`src/rtl/jz_gpio_ctrl_pkg.sv`:
```
// Shared constants for the GPIO controller:
// bus widths, default port widths and register offsets.
package jz_gpio_ctrl_pkg;

    localparam int SW_W_DEF  = 12;
    localparam int LED_W_DEF = 16;
    localparam int BUS_AW    = 4;
    localparam int BUS_DW    = 32;

    localparam logic [BUS_AW-1:0] OFS_LED   = 4'h0;
    localparam logic [BUS_AW-1:0] OFS_SW    = 4'h4;
    localparam logic [BUS_AW-1:0] OFS_STAT  = 4'h8;
    localparam logic [BUS_AW-1:0] OFS_DBLIM = 4'hC;

    localparam int STAT_PEND  = 0;
    localparam int STAT_IRQEN = 1;

endpackage

```
`src/rtl/jz_debounce.sv`:
```
// Two-flop switch synchroniser followed by a whole-vector
// debouncer with a programmable settle limit.
module jz_debounce #(
    parameter int W  = 12,
    parameter int CW = 20
) (
    input  logic          clk,
    input  logic          rst,
    input  logic [W-1:0]  sw_in,
    input  logic [CW-1:0] lim,
    input  logic          lim_wr,
    output logic [W-1:0]  stable,
    output logic          upd
);

    logic [W-1:0]  s1;
    logic [W-1:0]  s2;
    logic [CW-1:0] cnt;
    logic          diff;

    assign diff = (s2 != stable);
    // A limit rewrite restarts the count, so it also blocks an update.
    assign upd  = diff && (cnt == lim) && !lim_wr;

    always_ff @(posedge clk or negedge rst) begin
        if (!rst) begin
            s1     <= '0;
            s2     <= '0;
            stable <= '0;
            cnt    <= '0;
        end else begin
            s1 <= sw_in;
            s2 <= s1;
            if (!diff || lim_wr) begin
                cnt <= '0;
            end else if (upd) begin
                stable <= s2;
                cnt    <= '0;
            end else begin
                cnt <= cnt + CW'(1);
            end
        end
    end

endmodule

```
`src/rtl/jz_gpio_ctrl.sv`:
```
// GPIO controller: LED register, debounced switches,
// pending/enable interrupt status and debounce limit.
module jz_gpio_ctrl
    import jz_gpio_ctrl_pkg::*;
#(
    parameter int SW_W   = SW_W_DEF,
    parameter int LED_W  = LED_W_DEF,
    parameter int DB_W   = 20,
    parameter int DB_RST = 50000
) (
    input  logic              clk,
    input  logic              rst,
    input  logic              bus_ce_i,
    input  logic              bus_we_i,
    input  logic [BUS_AW-1:0] bus_addr_i,
    input  logic [BUS_DW-1:0] bus_data_i,
    output logic [BUS_DW-1:0] bus_data_o,
    output logic              bus_ack_o,
    input  logic [SW_W-1:0]   switch_on,
    output logic [LED_W-1:0]  led_out,
    output logic              int_o
);

    logic [LED_W-1:0]  led_q;
    logic [DB_W-1:0]   lim_q;
    logic [SW_W-1:0]   sw_stable;
    logic              db_upd;
    logic              pend;
    logic              irq_en;
    logic              acc;
    logic              wr;
    logic              sel_led;
    logic              sel_sw;
    logic              sel_stat;
    logic              sel_lim;
    logic [BUS_DW-1:0] rd_data;
    logic              unused_bits;

    assign unused_bits = ^bus_data_i;

    assign acc      = bus_ce_i && !bus_ack_o;
    assign wr       = acc && bus_we_i;
    assign sel_led  = (bus_addr_i == OFS_LED);
    assign sel_sw   = (bus_addr_i == OFS_SW);
    assign sel_stat = (bus_addr_i == OFS_STAT);
    assign sel_lim  = (bus_addr_i == OFS_DBLIM);

    always_comb begin
        rd_data = '0;
        unique case (1'b1)
            sel_led:  rd_data = BUS_DW'(led_q);
            sel_sw:   rd_data = BUS_DW'(sw_stable);
            sel_stat: rd_data = BUS_DW'({irq_en, pend});
            sel_lim:  rd_data = BUS_DW'(lim_q);
            default:  rd_data = '0;
        endcase
    end

    always_ff @(posedge clk or negedge rst) begin
        if (!rst) begin
            bus_ack_o  <= 1'b0;
            bus_data_o <= '0;
        end else begin
            bus_ack_o  <= acc;
            bus_data_o <= (acc && !bus_we_i) ? rd_data : '0;
        end
    end

    always_ff @(posedge clk or negedge rst) begin
        if (!rst) begin
            led_q  <= '0;
            irq_en <= 1'b0;
            lim_q  <= DB_W'(DB_RST);
        end else begin
            if (wr && sel_led)
                led_q <= bus_data_i[LED_W-1:0];
            if (wr && sel_stat)
                irq_en <= bus_data_i[STAT_IRQEN];
            if (wr && sel_lim)
                lim_q <= bus_data_i[DB_W-1:0];
        end
    end

    // A debounce update outranks a same-cycle clear.
    always_ff @(posedge clk or negedge rst) begin
        if (!rst)
            pend <= 1'b0;
        else if (db_upd)
            pend <= 1'b1;
        else if (wr && sel_stat && bus_data_i[STAT_PEND])
            pend <= 1'b0;
    end

    jz_debounce #(
        .W  (SW_W),
        .CW (DB_W)
    ) u_db (
        .clk    (clk),
        .rst    (rst),
        .sw_in  (switch_on),
        .lim    (lim_q),
        .lim_wr (wr && sel_lim),
        .stable (sw_stable),
        .upd    (db_upd)
    );

    assign led_out = led_q;
    assign int_o   = pend && irq_en;

endmodule

```
`config.mk`:
```
export PLATFORM = sky130hd
export DESIGN_NAME = jz_gpio_ctrl
export DESIGN_NICKNAME = d
export VERILOG_FILES = /design/src/rtl/jz_gpio_ctrl_pkg.sv /design/src/rtl/jz_debounce.sv /design/src/rtl/jz_gpio_ctrl.sv
export SDC_FILE = /design/constraint.sdc
export NUM_CORES = 1
export LEC_CHECK = 0
export ABC_CLOCK_PERIOD_IN_PS = 5000
export BUFFER_PORTS_ARGS = -buffer_cell sky130_fd_sc_hd__buf_2
export CAP_MARGIN = 30
export CELL_PAD_IN_SITES_DETAIL_PLACEMENT = 0
export CELL_PAD_IN_SITES_GLOBAL_PLACEMENT = 2
export CORE_MARGIN = 4
export CORE_UTILIZATION = 39
export DETAILED_ROUTE_END_ITERATION = 10
export HOLD_SLACK_MARGIN = 0.03
export PLACE_DENSITY_LB_ADDON = 0.08
export SKIP_LAST_GASP = 1
export SYNTH_ARGS = -nofsm -noshare
export SYNTH_HDL_FRONTEND = slang
export SYNTH_HIERARCHICAL = 1
export SYNTH_SLANG_ARGS = --single-unit
```
`constraint.sdc`:
```
create_clock -name clk -period 5 [get_ports clk]
set_input_delay 0.75 -clock clk [delete_from_list [all_inputs] [get_ports clk]]
set_output_delay 0.75 -clock clk [all_outputs]
set_load 0.05 [all_outputs]
```
== Word-level counts from Yosys, hierarchy flattened ==
Cells that the tools add are included.

* $add $sub $neg: 1
* Equality and inequality tests: 5
* Reductions and logical operators: 18
* Mux-type cells: 6
* Bitwise logic cells: 1

{| class="wikitable"
|+ Operator list
! cell !! number
|-
| $pmux 20 s4 || 1
|-
| $mux 20 || 3
|-
| $add 20x1->20 const B || 1
|-
| $eq 20x20->1 || 1
|-
| $ne 12x12->1 || 1
|-
| $logic_and 1x1->1 || 10
|-
| $eq 4x4->1 const B || 2
|-
| $eq 4x3->1 const B || 1
|-
| $logic_not 1->1 || 4
|-
| $logic_not 4->1 || 1
|-
| $mux 1 || 2
|-
| $reduce_and 2->1 || 1
|-
| $reduce_bool 2->1 || 1
|-
| $logic_or 1x1->1 || 1
|-
| $not 1->1 || 1
|}

* Output and inout port bits: 50
* Word-level logic and storage cells: 41
* Register bits after elaboration: 115

== Logic depth before layout (Yosys ltp) ==
* Depth after elaboration: 8
* Depth in mapped cells: 11
* Mapped depth without buffers: 7

== By module ==
The synthesis kept the hierarchy.

{| class="wikitable"
|+ By module, submodules not included
! module !! area each (µm²) !! cells an instance !! instances
|-
| jz_gpio_ctrl || 2611.3 || 196 || 1
|-
| jz_debounce || 2376.0 || 188 || 1
|}

== Worst setup path after synthesis ==
No wires, ideal clock.

* Kind: input-to-reg
* Start: input bus_addr_i[2]
* End: register u_db.stable[10]
* Library setup time: 0.125 ns
* Slack: 2.597 ns
* Stages: 9
* Path buffers: 4
* Arrival: 2.278 ns
* Required time: 4.875 ns
* Cell sequence: buf_6 > and4bb_1 > buf_2 > and3_4 > buf_6 > a31oi_1 > nand3_2 > buf_6 > mux2_4

* Longest elaborated chain between the ends: 5

{| class="wikitable"
|+ RTL lines
! item !! line !! source
|-
| start: declaration || jz_gpio_ctrl.sv:15 || <nowiki>input logic [BUS_AW-1:0] bus_addr_i,</nowiki>
|-
| $eq 4x4->1 * || jz_gpio_ctrl.sv:46 || <nowiki>assign sel_lim = (bus_addr_i == OFS_DBLIM);</nowiki>
|-
| $logic_and 1x1->1 * || jz_gpio_ctrl.sv:102 || <nowiki>.lim_wr (wr && sel_lim),</nowiki>
|-
| $logic_not 1->1 or $logic_or 1x1->1 (tied branches) || jz_debounce.sv:23, jz_debounce.sv:34 ||
|-
| $logic_and 1x1->1 or $not 1->1 (tied branches) || - ||
|-
| $reduce_and 2->1 (no source line) * || - ||
|-
| end signal: assignment || jz_debounce.sv:29 || <nowiki>stable <= '0;</nowiki>
|-
| end signal: assignment || jz_debounce.sv:37 || <nowiki>stable <= s2;</nowiki>
|-
| end: declaration || jz_debounce.sv:12 || <nowiki>output logic [W-1:0] stable,</nowiki>
|}

Mark *: on every way between the ends. The rest lies on a longest branch, timed or not.
A chain may end at the register's enable or synchronous reset.

== Worst setup path in the final report ==
* Start: input bus_addr_i[2]
* End: register u_db.stable[11]

Same word-level chain as after synthesis.

==> run metrics <==
CP arrival=2.92 ns; Area contributors post-synth=dfrtp_1 (55%), mux2_2 (6.3%), xnor2_1 (5.8%); via/cell ratio=4.731; ys async rst share=100.0%; final WL=11050 µm; CTS tree=done; Synth Area in Adders=0.2509%; register share of total power=40.4%; root buf cell=clkbuf_16; Die Area=14660 µm²; RR Startpoint=lim_q[6]; Num CTS Buffers=17; die height=121.1 µm; fill cell count=1121; Yosys top cell by area=dfrtp_1; Sum Neg Setup Slack=0 ns; cell count after synthesis=384; routability cong.=0.7812; clock latency at the later pin of the worst-skew pair=0.41 ns; Max-slew headroom=53.80%; vias in the first global route=3305; initial antenna violation count=0; critical path launch point type=primary input; Final Cell Area=6105 µm²; number of synthesized flops with an enable pin=0; critical path required time=5.29 ns; Post-Synth XOR/XNOR Area=8.781%; RSZ-0062 raised after global routing=false; Max VDD drop=0.2304 mV; DR WL/cell=16.89 µm; core area=12570 µm²; Most used DFF post-synth=dfrtp_1; Synth Area per Inst=12.99 µm²; CP endpoint kind=flip-flop; final setup fails=0; Comb pwr share=18.0%; cts repair resizes=0; FF/Latch Area=2885 µm²; IO buf count=77; Power Total=3.046 mW; Psw=0.8474 mW; Mapped Area=4987 µm²; warning count from the yosys run=6; Synth Area in Simple Gates=10.74%; Compound-Gate Fraction of Synth Area=2.609%; Fmax=0.3804 GHz; total grt overflow=0; mux contribution to synthesized area=15.20%; synthesized flop and latch total=115; CTS sink count=115; Synth top cells by count=dfrtp_1 (109), nor2_1 (33), xnor2_1 (33); crit path max fanout=21; Die Wd=121.1 µm; area of the multi-input gates=1919 µm²; sequential area share after synthesis=57.85%; Post-route DRC=0; Clock power frac=41.6%; Clock transition at path regs=0.05 ns; hpwl dp=7728 µm; Global Route Usage Sum=16.63%; Synth cell types=41; drt first pass iters=4; largest net degree at the start of global routing=75; Power Density=499.0 nW/µm²; Initial Util=39.68%; Final Max Slew Viols=0; largest family of logic cells by synthesized area=multiplexers; dpl cells=621; DP Area=5456 µm²; Fin. Hold Viols=0; P_leak=2.883 nW; Longest Clk Path Bufs=2; Layout area overhead=22.40%; min-delay worst type=primary input to async pin; Worst Setup Path Type=primary input to flip-flop; Critical Path Source=bus_addr_i[2]; ratio of cells with drive above 1 in the final layout=35.06%; Max-Cap Viols=0; standard-cell rows=41; clk_skew=0.01039 ns; Non-Filler Instances=654; vias=3094; nets=522; first-pass GRT wire length=18170 µm; DR iter-0 viols=153; Slew @ Worst Pin=0.6915 ns; Setup Buffers After CTS=0; top-count cell post-synth=dfrtp_1; ant diodes=0; status=finished, final reports clean; I/O pins=102; H-tree Lvls=4; Internal Power=2.199 mW; Tmin final=2.629 ns; ANT nets after route=0; cts-stage hold buffer count=0; Switching Share=27.82%; Synth top area share=54.69%; fin crit share=52.58%
[layout by cell type, fill, tap and decap left out, types with 2 or more instances in the layout]
cell / n
and3_1: 6
mux2_1: 14
nand4_1: 8
clkbuf_8: 2
conb_1: 12
buf_2: 76
clkbuf_1: 3
a22oi_1: 4
clkbuf_16: 17
a21oi_1: 12
nor3_1: 4
nor4_1: 3
and2_1: 3
nand2_1: 28
xor2_1: 17
nor2_1: 33
dfstp_2: 6
a32oi_1: 2
xnor2_1: 33
nand3_1: 5
buf_4: 2
nor4b_1: 2
inv_1: 7
bufinv_16: 4
mux2_2: 28
dfrtp_1: 109
a31oi_1: 2
mux2_4: 19
clkinv_2: 4
[worst paths after layout]
path	end	slack, ns	cells past startpoint
setup / recovery	u_db/stable[11]	2.37	6
hold / removal	led_out[1]	0.13	1
setup reg to reg	u_db/stable[4]	2.89	5
hold reg to reg	u_db/s2[7]	0.35	0
max in group asynchronous	lim_q[7]	3.75	3
min in group clk	u_db/s2[7]	0.35	0
[per-stage QoR]
step	util (%)	setup slack [ns]	hold WS (ns)
after global routing	48.57	2.224	0.1149
final	48.57	2.371	0.1338
after floorplan	-	2.597	0.3312
after CTS	48.35	2.335	0.3471
after global placement	43.30	1.903	0.3344
after detailed placement	43.41	1.899	0.3347
[layout make-up]
class                           count  area share, %
Clock buffer                       22          7.604
Clock inverter                     10          2.562
Inverter                            7         0.4304
Multi-Input combinational cell    248          31.44
Sequential cell                   115          47.26
Tap cell                          172          3.525
Timing Repair Buffer               80          7.174
[state kept, by name, indices dropped and copies added, names as in the netlist]
register,flops
bus_data_o,20
u_db/cnt,20
led_out,16
u_db/stable,12
bus_ack_o,1
u_db/s1,12
lim_q,20
pend,1
u_db/s2,12
irq_en,1
[critical path, stage by stage]
cell,delay [ns]
buf_2,0.35
and4bb_1,0.44
and3_4,0.49
a31oi_1,0.13
nand3_2,0.36
mux2_2,0.38
[power groups by stage]
| stage | logic [mW] | clock network [mW] | registers (mW) |
|---|---|---|---|
| after floorplan | 0.355 | 0 | 1.28 |
| after global placement | 0.541 | 0 | 1.25 |
| after detailed placement | 0.548 | 0 | 1.25 |
| after CTS | 0.553 | 1.29 | 1.23 |
| after global routing | 0.598 | 1.34 | 1.25 |
| final | 0.548 | 1.27 | 1.23 |
[layer usage]
metal  wire [µm]  up-vias  GRT usage, %  share of wire, %
met3         626       18         4.988               5.7
met1        5158     1532         22.28                47
met2        5036       91         24.87                46
met5           0        -             0                 0
met4         225        0         7.507               2.0
li1            -     1453             -                 -
[cell families (layout without fill, tap and decap cells)]
group	Yosys count	count (layout)
other	1	12
buffers and inverters	32	119
adder cells (fa/ha/maj)	1	1
multiplexers	61	61
AND/OR/NAND/NOR	103	103
AO/OA/AOI/OAI	21	21
flip-flops	115	115
XOR/XNOR	50	50
(Power assumes the default switching activity.)
